## config.mk

```make
export PLATFORM = sky130hd
export DESIGN_NAME = uart_rx_fifo
export DESIGN_NICKNAME = d
export VERILOG_FILES = /design/src/rtl/uart_pkg.sv /design/src/rtl/sync_fifo_mem.sv /design/src/rtl/uart_rx_fifo.sv
export SDC_FILE = /design/constraint.sdc
export NUM_CORES = 1
export LEC_CHECK = 0
export BUFFER_PORTS_ARGS = -buffer_cell sky130_fd_sc_hd__buf_2
export CORE_ASPECT_RATIO = 1.2
export CORE_MARGIN = 5
export CORE_UTILIZATION = 43
export CTS_CLUSTER_SIZE = 20
export DETAILED_ROUTE_END_ITERATION = 8
export PLACE_DENSITY_LB_ADDON = 0.3
export SLEW_MARGIN = 20
export SYNTH_ARGS = -nofsm -noshare
export SYNTH_HDL_FRONTEND = slang
export SYNTH_SLANG_ARGS = --single-unit
```

## constraint.sdc

```tcl
create_clock -name i_clk -period 3 [get_ports i_clk]
set_input_delay 0.15 -clock i_clk [delete_from_list [all_inputs] [get_ports i_clk]]
set_output_delay 0.15 -clock i_clk [all_outputs]
set_load 0.01 [all_outputs]
```

## src/rtl/uart_pkg.sv

```systemverilog
// Shared definitions for the UART receive path: capture FSM states and default byte width.
package uart_pkg;

    localparam int UART_DW = 8;

    typedef enum logic {
        CAP_IDLE = 1'b0,
        CAP_ACK  = 1'b1
    } cap_state_e;

endpackage

```

## src/rtl/sync_fifo_mem.sv

```systemverilog
// DEPTH x DW register array with one write port and one registered read port.
module sync_fifo_mem import uart_pkg::*; #(
    parameter int DEPTH = 16,
    parameter int DW    = UART_DW
) (
    input  logic                     i_clk,
    input  logic                     i_reset_n,
    input  logic                     i_we,
    input  logic [$clog2(DEPTH)-1:0] i_waddr,
    input  logic [DW-1:0]            i_wdata,
    input  logic                     i_re,
    input  logic [$clog2(DEPTH)-1:0] i_raddr,
    output logic [DW-1:0]            o_rdata
);

    logic [DW-1:0] mem_q [DEPTH];
    logic [DW-1:0] rdata_q;

    // NOTE: the storage array has no reset; count and pointers define validity.
    always_ff @(posedge i_clk) begin
        if (i_we) begin
            mem_q[i_waddr] <= i_wdata;
        end
    end

    always_ff @(posedge i_clk or negedge i_reset_n) begin
        if (!i_reset_n) begin
            rdata_q <= '0;
        end else if (i_re) begin
            rdata_q <= mem_q[i_raddr];
        end
    end

    assign o_rdata = rdata_q;

endmodule

```

## src/rtl/uart_rx_fifo.sv

```systemverilog
// Receive byte buffer: captures each receiver byte once, acknowledges it, and releases paced strobes.
module uart_rx_fifo import uart_pkg::*; #(
    parameter int DEPTH   = 16,
    parameter int DW      = UART_DW,
    parameter int STB_GAP = 2
) (
    input  logic                   i_clk,
    input  logic                   i_reset_n,
    input  logic [DW-1:0]          i_rx_word,
    input  logic                   i_rx_rxne,
    input  logic                   i_rx_ore,
    output logic                   o_rxne_clear,
    output logic [DW-1:0]          o_data,
    output logic                   o_stb,
    input  logic                   i_ready,
    output logic [$clog2(DEPTH):0] o_count,
    output logic                   o_empty,
    output logic                   o_full,
    output logic                   o_overflow,
    input  logic                   i_overflow_clr
);

    localparam int AW = $clog2(DEPTH);
    localparam int CW = AW + 1;
    localparam int GW = $clog2(STB_GAP + 2);

    cap_state_e    state_q, state_d;
    logic [AW-1:0] wptr_q, wptr_d, rptr_q, rptr_d;
    logic [CW-1:0] count_q, count_d;
    logic [GW-1:0] gap_q, gap_d;
    logic          empty_q, full_q, stb_q, ovf_q, ovf_d;
    logic          wr_en, drop, pop;

    // NOTE: every signal assigned in always_comb gets a default first so no latch is inferred.
    always_comb begin
        state_d = state_q;
        wr_en   = 1'b0;
        drop    = 1'b0;
        unique case (state_q)
            CAP_IDLE: begin
                if (i_rx_rxne) begin
                    state_d = CAP_ACK;
                    wr_en   = !full_q;
                    drop    = full_q;
                end
            end
            CAP_ACK: begin
                if (!i_rx_rxne) begin
                    state_d = CAP_IDLE;
                end
            end
            default: state_d = CAP_IDLE;
        endcase
    end

    // A full FIFO drops the incoming byte even if a pop frees a slot on the same edge.
    assign pop = !empty_q && i_ready && (gap_q == '0);

    always_comb begin
        wptr_d  = wptr_q + AW'(wr_en);
        rptr_d  = rptr_q + AW'(pop);
        count_d = count_q + CW'(wr_en) - CW'(pop);
        gap_d   = gap_q;
        if (pop) begin
            gap_d = GW'(STB_GAP);
        end else if (gap_q != '0) begin
            gap_d = gap_q - GW'(1);
        end
        ovf_d = ovf_q;
        if (drop || i_rx_ore) begin
            ovf_d = 1'b1;
        end else if (i_overflow_clr) begin
            ovf_d = 1'b0;
        end
    end

    // NOTE: sequential state uses non-blocking assignments only.
    always_ff @(posedge i_clk or negedge i_reset_n) begin
        if (!i_reset_n) begin
            state_q <= CAP_IDLE;
            wptr_q  <= '0;
            rptr_q  <= '0;
            count_q <= '0;
            gap_q   <= '0;
            empty_q <= 1'b1;
            full_q  <= 1'b0;
            stb_q   <= 1'b0;
            ovf_q   <= 1'b0;
        end else begin
            state_q <= state_d;
            wptr_q  <= wptr_d;
            rptr_q  <= rptr_d;
            count_q <= count_d;
            gap_q   <= gap_d;
            empty_q <= (count_d == '0);
            full_q  <= (count_d == CW'(DEPTH));
            stb_q   <= pop;
            ovf_q   <= ovf_d;
        end
    end

    sync_fifo_mem #(
        .DEPTH (DEPTH),
        .DW    (DW)
    ) u_mem (
        .i_clk     (i_clk),
        .i_reset_n (i_reset_n),
        .i_we      (wr_en),
        .i_waddr   (wptr_q),
        .i_wdata   (i_rx_word),
        .i_re      (pop),
        .i_raddr   (rptr_q),
        .o_rdata   (o_data)
    );

    assign o_rxne_clear = (state_q == CAP_ACK);
    assign o_stb        = stb_q;
    assign o_count      = count_q;
    assign o_empty      = empty_q;
    assign o_full       = full_q;
    assign o_overflow   = ovf_q;

endmodule

```

==> results.json, run 1 <==
{
  "outcome": "finished, final reports clean",
  "fmax_mhz": 372,
  "synthXorXnorAreaFrac": 0.0129,
  "dr.pass1.iters": 4,
  "io_pins": 32,
  "arrival_ps": 3010,
  "slowest_delay_ps": 530,
  "critPathCaptureType": "flip-flop",
  "cts.path.max_buffers": 2,
  "combPwrFrac": 0.254,
  "slew_headroom": 0.541,
  "skew_ps": 10.6,
  "postSynthAreaPerCell_um2": 19.2,
  "dieWidth_um": 119,
  "wl_per_cell_um": 21.3,
  "cts_htree_levels": 4,
  "cts_tree": "yes",
  "cts_root_buffer": "clkbuf_16",
  "final_common_cell": "edfxtp_1",
  "cp_top_family": "simple AND/OR/NAND/NOR gates",
  "track_usage": 0.155,
  "rsz0062_at_grt": "no",
  "mostFrequentLayoutCells": "128 x edfxtp_1, 31 x buf_2, 26 x dfrtp_1",
  "cts-resized-gates": 0,
  "fin_util": 0.524,
  "ir_worst_vdd_mv": 0.336,
  "viasPerCell": 5.40,
  "tightest_slew_ps": 689,
  "cts_buffers": 17,
  "final-hold-violation-count": 0,
  "ant_nets": 0,
  "gr-total-overflow": 0,
  "path_common_cell": "nand2_1",
  "synth_compound_area_frac": 0.0276,
  "rows": 47,
  "synth_edf_count": 128,
  "drv_slew": 0,
  "worstSetupPathType": "reg -> reg",
  "drc": 0,
  "timing.final.crit_share": 0.897,
  "gp_congestion": 0.820,
  "holdWs_ps": 109,
  "ys_warn_count": 0,
  "area_delta_synth_final_pct": 18.7,
  "drive_above_1_share": 0.296,
  "grt_pass1_vias": 3368,
  "synth_top_family_by_area": "multiplexers",
  "max_cap_violations": 0,
  "hp-class": "in -> reg",
  "grt_pass1_wl_um": 19200,
  "seq_power_share": 0.416,
  "cp.required_ps": 3320,
  "async_flop_share": 0.179,
  "antenna_found_initial": 0,
  "synth.distinct_cells": 35,
  "antenna_cells": 0,
  "ys_ff_latch": 156,
  "tns_ps": 0,
  "power.internal_mw": 5.03,
  "synthMuxAreaShare": 0.144,
  "cts.clk_slew.worst_paths_ps": 60,
  "period_minus_slack_ps": 2690,
  "worstPathCellList": "or3b_2, nand2_1, nand2_1, ha_1, fa_1, a21o_1, a21oi_1, xnor2_1, nor3b_1",
  "cts_sinks": 156,
  "postSynthCellCount": 319,
  "cp_max_fo": 5,
  "yosys.area_share.adder": 0.0196,
  "wl_um": 12000,
  "fin_nets": 405,
  "sw_frac_of_total": 0.289,
  "syn_area_um2": 6130,
  "setup_viol": 0,
  "die-area_um2": 16700,
  "p_leak_nw": 2.65,
  "synth-simple-area-share": 0.0361,
  "synthFlopType": "edfxtp_1",
  "chipHeight_um": 141,
  "yosysSeqAreaShare": 0.742,
  "cp_slowest_cell": "or3b_2",
  "dpl_cell_area_um2": 6590,
  "start_kind": "flip-flop",
  "port_buffers": 31,
  "start_util": 0.442,
  "path_buf_inv": 0,
  "power_frac_clock": 0.330,
  "p_per_area_nw_per_um2": 973,
  "coreArea_um2": 13900,
  "drt-initial-drc-count": 253,
  "power_switching_mw": 2.05,
  "syn_nets": 342,
  "clkLatencyLatePin_ps": 420,
  "stdcell_area_um2": 7270,
  "vias": 3054,
  "grt_max_degree": 29,
  "dp.final_hpwl_um": 7640
}
[layer usage]
metal  global-route usage  part of all wire
met1                0.200              0.42
met2                0.262              0.51
met3               0.0377             0.057
met4               0.0494             0.013
met5                    0                 0
[power groups by stage]
stage                     logic (mW)  clock network [mW]  registers [mW]
after detailed placement        1.81                   0            2.99
final                           1.80                2.34            2.95
after global placement          1.78                   0            2.99
after floorplan                 1.40                   0            2.83
after CTS                       1.83                2.38            2.95
after global routing            1.97                2.47            3.00
[worst reg2reg max path, delay by kind of cell, from the launching register on]
| kind | cells | cell delay (ps) |
|---|---|---|
| compound gates | 2 | 370 |
| simple gates | 4 | 1040 |
| xor+xnor | 1 | 190 |
| flops | 1 | 380 |
| fa+ha+maj | 2 | 620 |
[kinds of logic (layout without fill, tap and decap cells)]
logic type	Yosys count	after routing
buf+inv	22	98
fa+ha+maj	9	9
mux	51	51
compound gates	26	26
simple gates	46	46
flops	156	156
xor+xnor	9	9
[worst paths after layout]
check,slack [ps],start,cells past startpoint,to
min in group asynchronous,280,i_reset_n,2,o_count[1]
max in group asynchronous,2270,i_reset_n,2,rptr_q[1]
worst min register to register,510,gap_q[0],1,gap_q[0]
worst max register to register,310,o_rxne_clear,9,o_full
worst min-delay path,110,i_rx_word[5],1,u_mem.mem_q[7][5]
worst max-delay path,310,o_rxne_clear,9,o_full
[final cells by class]
| cell class | instances | area (um^2) |
|---|---|---|
| timing repair buffer | 57 | 360 |
| multi-input combinational | 141 | 1470 |
| tap | 171 | 214 |
| clock inverter | 13 | 213 |
| sequential | 156 | 4550 |
| fill | 1118 | 6600 |
| clock buffer | 19 | 433 |
| inverter | 9 | 33.8 |
[what timing repair did]
| action | 4_1_cts | 5_1_grt |
|---|---|---|
| hold endpoints to repair | 29 | 0 |
| buffers inserted | 0 | 0 |
| hold buffers | 4 | 0 |
| setup endpoints to repair | 0 | 0 |
[stage by stage]
| step | cells | power (mW) | worst slack (ps) |
|---|---|---|---|
| 2_1_floorplan | 319 | 4.23 | 542 |
| 3_3_place_gp | 530 | 4.76 | 403 |
| 3_5_place_dp | 530 | 4.80 | 330 |
| 4_1_cts | 566 | 7.16 | 302 |
| 5_1_grt | 566 | 7.43 | 151 |
| 6_report | 566 | 7.08 | 309 |
[flip-flops by register name, summed over array words and instances (netlist names), 2 cells and up]
| register | flops |
|---|---|
| o_count | 5 |
| wptr_q | 4 |
| u_mem.o_rdata | 8 |
| rptr_q | 4 |
| gap_q | 2 |
| u_mem.mem_q | 128 |
[synth_stat cells, drive strengths merged, types with 6 or more instances]
library cell | instances | area [um^2]
edfxtp | 128 | 3840
mux4 | 28 | 646
dfrtp | 27 | 676
nor2 | 17 | 63.8
mux2i | 16 | 160
a22oi | 10 | 75.1
buf | 10 | 63.8
inv | 9 | 33.8
ha | 8 | 100
nand2 | 8 | 30.0
o21ai | 8 | 40.0
mux2 | 7 | 78.8
xnor2 | 6 | 52.6
Power figures use the tool's default switching activity.
==> run 2: changes to the inputs <==
CORE_UTILIZATION = 60   (was 43)
CTS_CLUSTER_DIAMETER = 80   (was not set)
==> run 2 against run 1 <==
Non-clock buffer count is 3 lower. Clock skew is 4.1 ps lower. Hold slack worse by 83 ps. Combinational power is 4% higher. Clock power is 4% lower. Sequential power is 1% lower. Cell area is 1.2% lower. Setup slack worse by 37 ps. Critical path depth stayed put. Power is 0.62% lower. Die area is 26% lower. Critical path type unchanged. Largest power group unchanged.
==> results.json, run 2 (synthesis gave the netlist of run 1 again) <==
{
  "ir_worst_vdd_mv": 0.552,
  "hp-class": "in -> reg",
  "multi_input_area_um2": 1470,
  "fillers": 604,
  "grt_pass1_wl_um": 18700,
  "worstPathCellList": "or3b_2, nand2_1, nand2_1, ha_1, fa_1, a21o_1, a21oi_1, xnor2_1, nor3b_1",
  "cts_setup_buffers": 0,
  "start_util": 0.612,
  "mostFrequentLayoutCells": "128 x edfxtp_1, 31 x buf_2, 26 x dfrtp_1",
  "start_kind": "flip-flop",
  "cts_buffers": 17,
  "gr-total-overflow": 0,
  "timing.final.crit_share": 0.909,
  "cp.required_ps": 3300,
  "slowest_delay_ps": 530,
  "tightest_slew_ps": 980,
  "cts.clk_slew.worst_paths_ps": 60,
  "coreArea_um2": 10000,
  "critPathCaptureType": "flip-flop",
  "clkLatencyLatePin_ps": 410,
  "cts_root_buffer": "clkbuf_16",
  "p_leak_nw": 2.64,
  "rsz0062_at_grt": "no",
  "max_cap_violations": 0,
  "fin_nets": 402,
  "dr.pass1.iters": 4,
  "final-hold-violation-count": 0,
  "cts_tree": "yes",
  "drive_above_1_share": 0.278,
  "setup_viol": 0,
  "startpoint": "o_rxne_clear",
  "wl_um": 11900,
  "area_delta_synth_final_pct": 17.3,
  "chipHeight_um": 121,
  "io_pins": 32,
  "drt-initial-drc-count": 225,
  "slew_headroom": 0.347,
  "top_register": "u_mem.mem_q",
  "arrival_ps": 3030,
  "cts_sinks": 156,
  "final_common_cell": "edfxtp_1",
  "regArea_um2": 4550,
  "antenna_found_initial": 0,
  "outcome": "finished, final reports clean",
  "skew_ps": 6.45,
  "antenna_cells": 0,
  "holdWs_ps": 25.5,
  "rows": 40,
  "port_buffers": 31,
  "worstSetupPathType": "reg -> reg",
  "grt_pass1_vias": 3301,
  "period_minus_slack_ps": 2730,
  "viasPerCell": 6.00,
  "drc": 0,
  "die-area_um2": 12300,
  "cp_max_fo": 5,
  "cts_htree_levels": 4,
  "wl_per_cell_um": 23.1,
  "track_usage": 0.215,
  "path_common_cell": "nand2_1",
  "tns_ps": 0,
  "dieWidth_um": 102,
  "vias": 3107,
  "min-delay-start": "i_overflow_clr",
  "grt_max_degree": 29,
  "fmax_mhz": 367,
  "largest_reg_flops": 128,
  "cp_slowest_cell": "or3b_2",
  "gp_congestion": 0.834,
  "ant_nets": 0,
  "dp.final_hpwl_um": 7280,
  "cts.path.max_buffers": 2,
  "reg2reg_from": "o_rxne_clear",
  "p_per_area_nw_per_um2": 979,
  "drv_slew": 0
}
[run 2: what timing repair did]
item | CTS | global route
hold buffers | 3 | 0
resized for setup | 0 | 0
endpoints found under the setup margin | 0 | 0
hold endpoints to repair | 29 | 0
[run 2: layout make-up]
type / instances / area share
clock buffer: 23 / 0.0623
clock inverter: 9 / 0.0233
inverter: 9 / 0.00470
multi-input combinational: 141 / 0.205
sequential: 156 / 0.633
tap: 126 / 0.0219
timing repair buffer: 54 / 0.0501
[run 2: metrics by stage]
step	util	setup WS [ps]	power [mW]	std cells	area (um^2)
after CTS	0.718	269	7.08	518	7190
after floorplan	-	542	4.23	319	6130
after global routing	0.718	167	7.34	518	7190
after global placement	0.654	439	4.73	483	6540
final	0.718	272	7.04	518	7190
after detailed placement	0.654	284	4.82	483	6540
[run 2: metal layers]
layer	share of wire	vias to the layer above	track usage
met3	0.048	21	0.0514
met1	0.39	1608	0.268
met2	0.54	97	0.359
li1	-	1381	-
met5	0	-	0
met4	0.023	0	0.0894
[run 2: path summary, 6_finish.rpt]
| check | end | slack, ps | cells past startpoint |
|---|---|---|---|
| setup / recovery | o_full | 270 | 9 |
| max in group asynchronous | rptr_q[1] | 2250 | 2 |
| hold reg to reg | gap_q[0] | 470 | 1 |
| setup reg to reg | o_full | 270 | 9 |
| min in group asynchronous | o_count[1] | 290 | 2 |
| hold / removal | o_overflow | 30 | 4 |
[run 2: worst max-delay path: cells and delay by family, from the launching register on]
kind	cells	cell delay, ps
adders and majority gates	2	610
and+or+nand+nor	4	1040
AOI/OAI and AO/OA	2	410
xor gates and xnor gates	1	180
DFF	1	380
[run 2: power by group]
part           total (mW)  internal (mW)  switching (mW)  leakage (nW)
Clock                2.24           1.47           0.772         0.298
Combinational        1.88          0.938           0.942         0.852
Sequential           2.91           2.64           0.279          1.49
